[src/rtl/collision_scheduler.sv]
// Per-frame collision scan sequencer: walks the obstacle table through one shared checker.
// Optional build macro COLSCHED_SKIP_INVALID_EN skips entries whose obs_valid is low.
module collision_scheduler #(
  parameter  int NUM_OBS = 4,
  localparam int IDX_W   = (NUM_OBS > 1) ? $clog2(NUM_OBS) : 1
) (
  input  logic             clk,
  input  logic             reset,
  input  logic             frame_tick,
  input  logic             game_restart,
  input  logic [7:0]       ship_x,
  input  logic [6:0]       ship_y,
  output logic             obs_rd_en,
  output logic [IDX_W-1:0] obs_rd_idx,
  input  logic [7:0]       obs_x,
  input  logic [6:0]       obs_y,
  input  logic [7:0]       obs_height,
  input  logic [4:0]       obs_width,
  input  logic             obs_valid,
  output logic             chk_clear,
  output logic             chk_en,
  output logic [7:0]       chk_ship_x,
  output logic [6:0]       chk_ship_y,
  output logic [7:0]       chk_obs_x,
  output logic [6:0]       chk_obs_y,
  output logic [7:0]       chk_height,
  output logic [4:0]       chk_width,
  input  logic             chk_crash,
  output logic             busy,
  output logic             done,
  output logic             crash,
  output logic [IDX_W-1:0] crash_idx
);

  localparam logic [IDX_W-1:0] LAST_IDX = IDX_W'(NUM_OBS - 1);

  typedef enum logic [2:0] {
    IDLE,
    FETCH,
    LATCH,
    CHECK,
    SAMPLE,
    DONE,
    HALT
  } state_t;

  state_t           state;
  state_t           next_state;
  logic [IDX_W-1:0] idx;
  logic             last_entry;
  logic             skip_entry;

  assign last_entry = (idx == LAST_IDX);

`ifdef COLSCHED_SKIP_INVALID_EN
  assign skip_entry = ~obs_valid;
`else
  logic unused_obs_valid;
  assign unused_obs_valid = obs_valid;
  assign skip_entry       = 1'b0;
`endif

  // Next-state logic; game_restart overrides every other transition.
  always_comb begin
    next_state = state;
    unique case (state)
      IDLE:    if (frame_tick) next_state = FETCH;
      FETCH:   next_state = LATCH;
      LATCH: begin
        if (skip_entry) next_state = last_entry ? DONE : FETCH;
        else            next_state = CHECK;
      end
      CHECK:   next_state = SAMPLE;
      SAMPLE: begin
        if (chk_crash)       next_state = HALT;
        else if (last_entry) next_state = DONE;
        else                 next_state = FETCH;
      end
      DONE:    next_state = IDLE;
      HALT:    next_state = HALT;
      default: next_state = IDLE;
    endcase
    if (game_restart) next_state = IDLE;
  end

  always_ff @(posedge clk) begin
    if (reset) begin
      state      <= IDLE;
      idx        <= '0;
      crash      <= 1'b0;
      crash_idx  <= '0;
      chk_clear  <= 1'b0;
      chk_ship_x <= '0;
      chk_ship_y <= '0;
      chk_obs_x  <= '0;
      chk_obs_y  <= '0;
      chk_height <= '0;
      chk_width  <= '0;
    end else begin
      state     <= next_state;
      chk_clear <= game_restart;
      if (game_restart) begin
        idx       <= '0;
        crash     <= 1'b0;
        crash_idx <= '0;
      end else begin
        unique case (state)
          IDLE: begin
            if (frame_tick) begin
              chk_ship_x <= ship_x;
              chk_ship_y <= ship_y;
              idx        <= '0;
            end
          end
          LATCH: begin
            chk_obs_x  <= obs_x;
            chk_obs_y  <= obs_y;
            chk_height <= obs_height;
            chk_width  <= obs_width;
            if (skip_entry && !last_entry) idx <= idx + 1'b1;
          end
          SAMPLE: begin
            // Checker flag is sticky, so sampling one cycle after chk_en sees this entry's result.
            if (chk_crash) begin
              crash     <= 1'b1;
              crash_idx <= idx;
            end else if (!last_entry) begin
              idx <= idx + 1'b1;
            end
          end
          default: ;
        endcase
      end
    end
  end

  assign obs_rd_en  = (state == FETCH);
  assign obs_rd_idx = idx;
  assign chk_en     = (state == CHECK);
  assign done       = (state == DONE);
  assign busy       = (state != IDLE) && (state != HALT);

  a_strobes_exclusive: assert property (@(posedge clk) disable iff (reset) !(obs_rd_en && chk_en));
  a_idx_in_range:      assert property (@(posedge clk) disable iff (reset) idx <= LAST_IDX);

endmodule
[config.mk]
export PLATFORM = sky130hd
export DESIGN_NAME = collision_scheduler
export DESIGN_NICKNAME = d
export VERILOG_FILES = /design/src/rtl/collision_scheduler.sv
export SDC_FILE = /design/constraint.sdc
export NUM_CORES = 1
export LEC_CHECK = 0
export CORE_UTILIZATION = 43
export CTS_CLUSTER_SIZE = 30
export DETAILED_ROUTE_END_ITERATION = 12
export PLACE_DENSITY = 0.85
export SLEW_MARGIN = 10
export SYNTH_ARGS = -nofsm -noshare
export SYNTH_HDL_FRONTEND = slang
export SYNTH_SLANG_ARGS = --single-unit
[constraint.sdc]
create_clock -name clk -period 3.46 [get_ports clk]
set_input_delay 0.865 -clock clk [delete_from_list [all_inputs] [get_ports clk]]
set_output_delay 0.865 -clock clk [all_outputs]
set_load 0.05 [all_outputs]
==> summary.txt, run 1 <==
Clocking
  – Post-cts hold buffer count: 0
  – Maximum clock insertion buffer count: 2
  – Clock Tree Root: clkbuf_8
  – Clk slew on worst S/H paths: 0.09 ns
  – Sink Count: 52
  – Clk_lat worst skew: 0.30 ns
  – PostCTS Resize Cnt: 0
  – CTS tree: done
  – TritonCTS Buffers: 5
  – H-tree lvl count: 2
  – Setup Buffers After CTS: 0

Critical path
  – CP delay by family, top: buffers and inverters
  – Worst Setup End Kind: output pin
  – Crit path largest cell delay: 0.86 ns
  – Worst path required time: 2.59 ns
  – Crit path max fanout: 11
  – Startpoint Class: flop
  – Crit path buf inv count: 2
  – Arr. time, crit path: 2.16 ns
  – CP Class: flop to output pin
  – Critical-path top delay cell: clkdlybuf4s50_1
  – Worst path cell trace: inv_1 -> nor3_1 -> clkdlybuf4s50_1

STA
  – Endpoints failing setup: 0
  – Sum Neg Setup Slack: 0 ns
  – Final slew viol count: 0
  – Hold Violations, Final: 0
  – F_max: 0.3307 GHz
  – Final WS setup: 0.4363 ns
  – Clock Skews: 0.008420 ns
  – RSZ-0062 raised after global routing: false
  – Relative slew slack: 38.52%
  – Worst-Margin Slew: 0.9223 ns
  – Crit path time final: 3.024 ns
  – Fin crit share: 87.39%

Power
  – Clock share of power: 30.5%
  – Seq pwr share: 53.8%
  – P_int: 0.0008579 W
  – P_sw: 0.0002932 W
  – Logic pwr share: 15.7%
  – Max VDD drop: 0.2083 mV
  – Lkg Pwr: 1.061 nW
  – Switch share: 25.47%
  – PwrDens: 368.7 mW/mm²

Place
  – Final HPWL DP: 3626 µm
  – Routability congestion estimate from global placement: 0.8257
  – Placement Setup Slack: 0.5984 ns
  – Port bufs: 100
  – Post-DP Area: 0.003028 mm²

Routing
  – Drt drc: 10
  – DRT iter0 DRCs: 120
  – Vias per cell: 5.059
  – DR WL/cell: 13.36 µm
  – Via count: 1973
  – Aggregate routed wire length: 5211 µm
  – ANT nets after route: 0
  – Drt pass-1 iters: 9

Synth
  – Number of flops mapped to enable cells by yosys: 0
  – Area share of the largest cell type after synthesis: 50.49%
  – Largest cells by area after synthesis: dfxtp_1 50%, a21oi_1 11%, nand2_1 11%
  – Number of synthesized register bits: 52
  – Avg Inst Size Synth: 8.451 µm²
  – Syn Nets: 294
  – Synth async-reset ratio: 0%
  – Post-synthesis sequential area ratio: 50.49%
  – Synthesized instance count: 244
  – Syn. warnings: 0
  – Mapped Area: 0.002062 mm²
  – Largest area contributor in the netlist: dfxtp_1
  – Ys flop type: dfxtp_1
  – Post-synthesis cell type count: 31

Finish
  – Layout cell share with drive strength beyond 1: 5.030%
  – Fin area: 0.003122 mm²
  – Layout fillers: 371
  – Layout area overhead: 51.40%
  – # nets final: 387
  – Antenna cells: 0

Floorplanning
  – I/O pin cnt: 102
  – Die W: 71.25 µm
  – Row Count: 24
  – Chip height: 71.25 µm
  – Core Area: 0.004474 mm²
  – Die area: 0.005077 mm²
  – Initial Utilization: 46.09%

GRT
  – Vias in the first global route: 1820
  – First-pass GRT wire length: 8286 µm
  – Grt ovf: 0
  – Initial antenna violation count: 0
  – All-Layer GR Usage: 20.48%
  – Pin count of the biggest net entering global routing: 29

Run status
  – Status: finished with violations
  – Failing checks: design-rule violations

Worst hold path
  – HP Class: flop to flop

Job
  – Max Cap Viol: 0
-- layout by cell type, fill, tap and decap left out, drive strengths merged --
cell / synthesis / routed
and3: 1 / 1
ha: 1 / 1
nor4b: 1 / 1
or2: 1 / 1
o21ai: 18 / 18
nor2b: 3 / 3
dfxtp: 52 / 52
and2b: 1 / 1
mux2i: 4 / 4
nor4: 1 / 1
and2: 1 / 1
buf: 8 / 4
nand2: 58 / 58
clkdlybuf4s50: 0 / 100
nor3b: 2 / 2
nor2: 9 / 9
o21a: 1 / 1
nand2b: 2 / 2
nand3: 17 / 17
or4b: 1 / 1
or4: 1 / 1
nand3b: 1 / 1
o22ai: 1 / 1
clkbuf: 10 / 7
clkinvlp: 0 / 1
a21oi: 45 / 45
and4bb: 1 / 1
inv: 2 / 2
nor3: 1 / 1
-- sequential cells by signal, summed over array words and instances (netlist names), 2 cells and up --
| name | cells |
|---|---|
| chk_height | 8 |
| state | 3 |
| chk_ship_y | 7 |
| chk_obs_y | 7 |
| chk_obs_x | 8 |
| chk_width | 5 |
| obs_rd_idx | 2 |
| chk_ship_x | 8 |
| crash_idx | 2 |
-- per-layer routing --
metal	up-vias	global-route usage [%]	share of wire, %
met1	895	25.07	43
met2	64	35.45	48
li1	1006	-	-
met5	-	0	0
met4	0	8.000	1.7
met3	8	4.079	6.6
-- cell type report --
class	count	area [µm²]	share of cell area (%)
clock buffer	7	86.33	2.766
clock inverter	1	7.507	0.2405
inverter	2	7.507	0.2405
multi-input combinational	172	883.3	28.30
sequential	52	1041	33.35
tap	52	65.06	2.084
timing repair buffer	104	1031	33.03
-- through the flow --
stage	std cells	hold slack [ns]	utilization, %	total power, W
final	390	0.4548	69.77	0.001151
after global routing	390	0.4689	69.77	0.001199
after CTS	390	0.4581	69.77	0.001163
after detailed placement	382	0.4459	67.67	0.0008133
after global placement	382	0.4411	67.67	0.0008112
after floorplan	244	0.6340	-	0.0007257
-- worst min-delay path, cell delays in order, from the launching register on --
cell,delay (ns)
dfxtp_1,0.32
nand2_1,0.05
a21oi_1,0.05
-- cells in the mapped netlist (2+ instances only) --
cell,number
o21ai_0,11
dfxtp_1,52
clkbuf_1,9
inv_1,2
mux2i_1,4
nor2b_1,3
nor3b_1,2
a21oi_1,45
buf_8,2
nor2_1,9
nand2b_1,2
nand2_1,58
nand3_1,17
buf_6,5
o21ai_1,7
-- power by group through the flow --
stage / clock, W / combinational, W / sequential, W
3_3_place_gp: 0 / 0.000179 / 0.000632
5_1_grt: 0.000387 / 0.000192 / 0.000621
2_1_floorplan: 0 / 0.0000544 / 0.000671
4_1_cts: 0.000362 / 0.000182 / 0.000619
6_report: 0.000351 / 0.000181 / 0.000619
3_5_place_dp: 0 / 0.000181 / 0.000633
-- path summary, 6_finish.rpt --
check	startpoint	to	slack [ns]	cells past startpoint
hold reg to reg	chk_height[4]	chk_height[4]	0.45	2
setup / recovery	state[0]	obs_rd_en	0.44	3
setup reg to reg	state[1]	chk_obs_y[4]	1.50	3
hold / removal	chk_height[4]	chk_height[4]	0.45	2
-- logic make-up after synthesis --
family                     after synthesis  share of synthesized area [%]
muxes                                    4                          1.942
and+or+nand+nor                        102                          24.33
adders and majority gates                1                         0.6067
buffers and inverters                   20                          6.674
DFF                                     52                          50.49
AOI/OAI and AO/OA                       65                          15.96
(Power assumes the default switching activity.)
==> inputs of run 2 (changes only) <==
--- a/config.mk
+++ b/config.mk
@@ -8,6 +8,7 @@
 export CORE_UTILIZATION = 43
 export CTS_CLUSTER_SIZE = 30
 export DETAILED_ROUTE_END_ITERATION = 12
+export GPL_ROUTABILITY_DRIVEN = 0
 export PLACE_DENSITY = 0.85
 export SLEW_MARGIN = 10
 export SYNTH_ARGS = -nofsm -noshare
==> constraint.sdc (replaced) <==
create_clock -name clk -period 3.46 [get_ports clk]
set_input_delay 0.865 -clock clk [delete_from_list [all_inputs] [get_ports clk]]
set_output_delay 0.865 -clock clk [all_outputs]
set_load 0.1 [all_outputs]
==> run 2 against run 1 <==
Against the previous run: the run still ends with design-rule violations left; clock-buffer cell count stayed put; final area is 3.0% lower; clock skew is 0.0028 ns lower; clock power is 28% higher; via count is 1.5% higher; largest power group unchanged.
==> summary.txt, run 2 (synthesized netlist as in run 1, its figures left out) <==
Run status
  – Status: finished with violations
  – Failing checks: design-rule violations

Clocking
  – TritonCTS Buffers: 5
  – Setup Buffers After CTS: 0
  – Clk_lat worst skew: 0.30 ns
  – PostCTS Resize Cnt: 0
  – CTS tree: done
  – Clk slew on worst S/H paths: 0.09 ns
  – Clock Tree Root: clkbuf_8
  – Sink Count: 52
  – Maximum clock insertion buffer count: 2
  – Post-cts hold buffer count: 0
  – H-tree lvl count: 2

Critical path
  – Arr. time, crit path: 2.71 ns
  – Startpoint Class: input pin
  – Reg2Reg Setup Slack: 1.47 ns
  – Worst r2r src: state[1]
  – Crit path from: game_restart
  – R2r endpoint: chk_obs_x[7]
  – FF-to-FF path depth: 3
  – Worst Setup End Kind: flop
  – CP Class: input pin to flop
  – Crit path max fanout: 28
  – Worst path required time: 3.65 ns

Routing
  – Drt pass-1 iters: 9
  – Vias per cell: 5.133
  – Aggregate routed wire length: 5208 µm
  – Via count: 2002
  – DR WL/cell: 13.35 µm
  – DRT iter0 DRCs: 101
  – ANT nets after route: 0
  – Drt drc: 10

STA
  – Hold Violations, Final: 0
  – Worst-Margin Slew: 0.9379 ns
  – Fin crit share: 72.85%
  – Final slew viol count: 0
  – Clock Skews: 0.005578 ns
  – Sum Neg Setup Slack: 0 ns
  – RSZ-0062 raised after global routing: false
  – Crit path time final: 2.521 ns
  – F_max: 0.3967 GHz
  – Endpoints failing setup: 0
  – Relative slew slack: 37.47%

GRT
  – Initial antenna violation count: 0
  – All-Layer GR Usage: 20.69%
  – First-pass GRT wire length: 8424 µm
  – Grt ovf: 0
  – Pin count of the biggest net entering global routing: 29
  – Vias in the first global route: 1820

Floorplanning
  – Die W: 71.25 µm
  – Chip height: 71.25 µm
  – I/O pin cnt: 102
  – Row Count: 24
  – Core Area: 0.004474 mm²
  – Die area: 0.005077 mm²
  – Initial Utilization: 46.09%

Finish
  – Antenna cells: 0
  – Commonest non-fill, non-tap cells in the layout: 58 x nand2_1, 57 x buf_4, 52 x dfxtp_1, 47 x clkdlybuf4s50_1, 45 x a21oi_1
  – Largest registers: chk_height: 8 flops, chk_obs_x: 8 flops, chk_ship_x: 8 flops
  – Layout area overhead: 46.78%
  – Layout cell share with drive strength beyond 1: 21.30%
  – Most common cell after layout, fill and taps aside: nand2_1
  – # nets final: 387

Power
  – Pwr Total: 0.001294 W
  – Lkg Pwr: 1.190 nW
  – Max VDD drop: 0.2818 mV
  – PwrDens: 427.5 mW/mm²

Place
  – Port bufs: 100
  – Final HPWL DP: 3610 µm

Worst hold path
  – Hold path depth: 2
  – HP Class: flop to flop
  – Hold EP: chk_height[0]
  – HP Start: chk_height[0]

Job
  – Max Cap Viol: 0
[run 2: critical path, stage by stage]
cell and delay, ns:
clkdlybuf4s50_1 0.57, or4b_1 0.97, nand2_1 0.21, a21oi_1 0.09
[run 2: final cells by class]
cell class / count / area (µm²)
clock inverter: 1 / 30.03
fill: 392 / 1448
multi-input combinational: 172 / 888.4
tap: 52 / 65.06
sequential: 52 / 1041
inverter: 2 / 7.507
timing repair buffer: 104 / 898.4
clock buffer: 7 / 96.34
[run 2: worst max-delay path by stage]
stage | to | cells past startpoint
floorplan | done | 3
CTS | chk_height[3] | 4
finish | chk_obs_x[7] | 4
global route | chk_obs_x[3] | 4
detailed placement | chk_height[3] | 4
global placement | chk_height[2] | 4
[run 2: power breakdown]
part | switching [W] | internal [W] | leakage [nW] | total, W
clock network | 0.000194 | 0.000255 | 0.0645 | 0.000449
registers | 0.00000858 | 0.000611 | 0.421 | 0.000619
logic | 0.000145 | 0.0000800 | 0.705 | 0.000225
total | 0.000348 | 0.000946 | 1.19 | 0.00129
[run 2: metrics by stage]
step	hold WS (ns)	instance area (µm²)	utilization [%]	worst slack [ns]	instances
global placement	0.4429	2900	64.82	0.6198	382
finish	0.4597	3027	67.65	0.9393	390
global route	0.4757	3027	67.65	0.7769	390
detailed placement	0.4470	2900	64.82	0.5970	382
CTS	0.4597	3027	67.65	0.9192	390
floorplan	0.6340	2067	-	0.5685	244
[run 2: layer usage]
metal	vias to the layer above	track usage, %	part of all wire (%)
li1	1006	-	-
met1	925	25.72	44
met2	67	36.30	49
met3	4	4.641	6.2
met4	0	5.333	0.86
met5	-	0	0
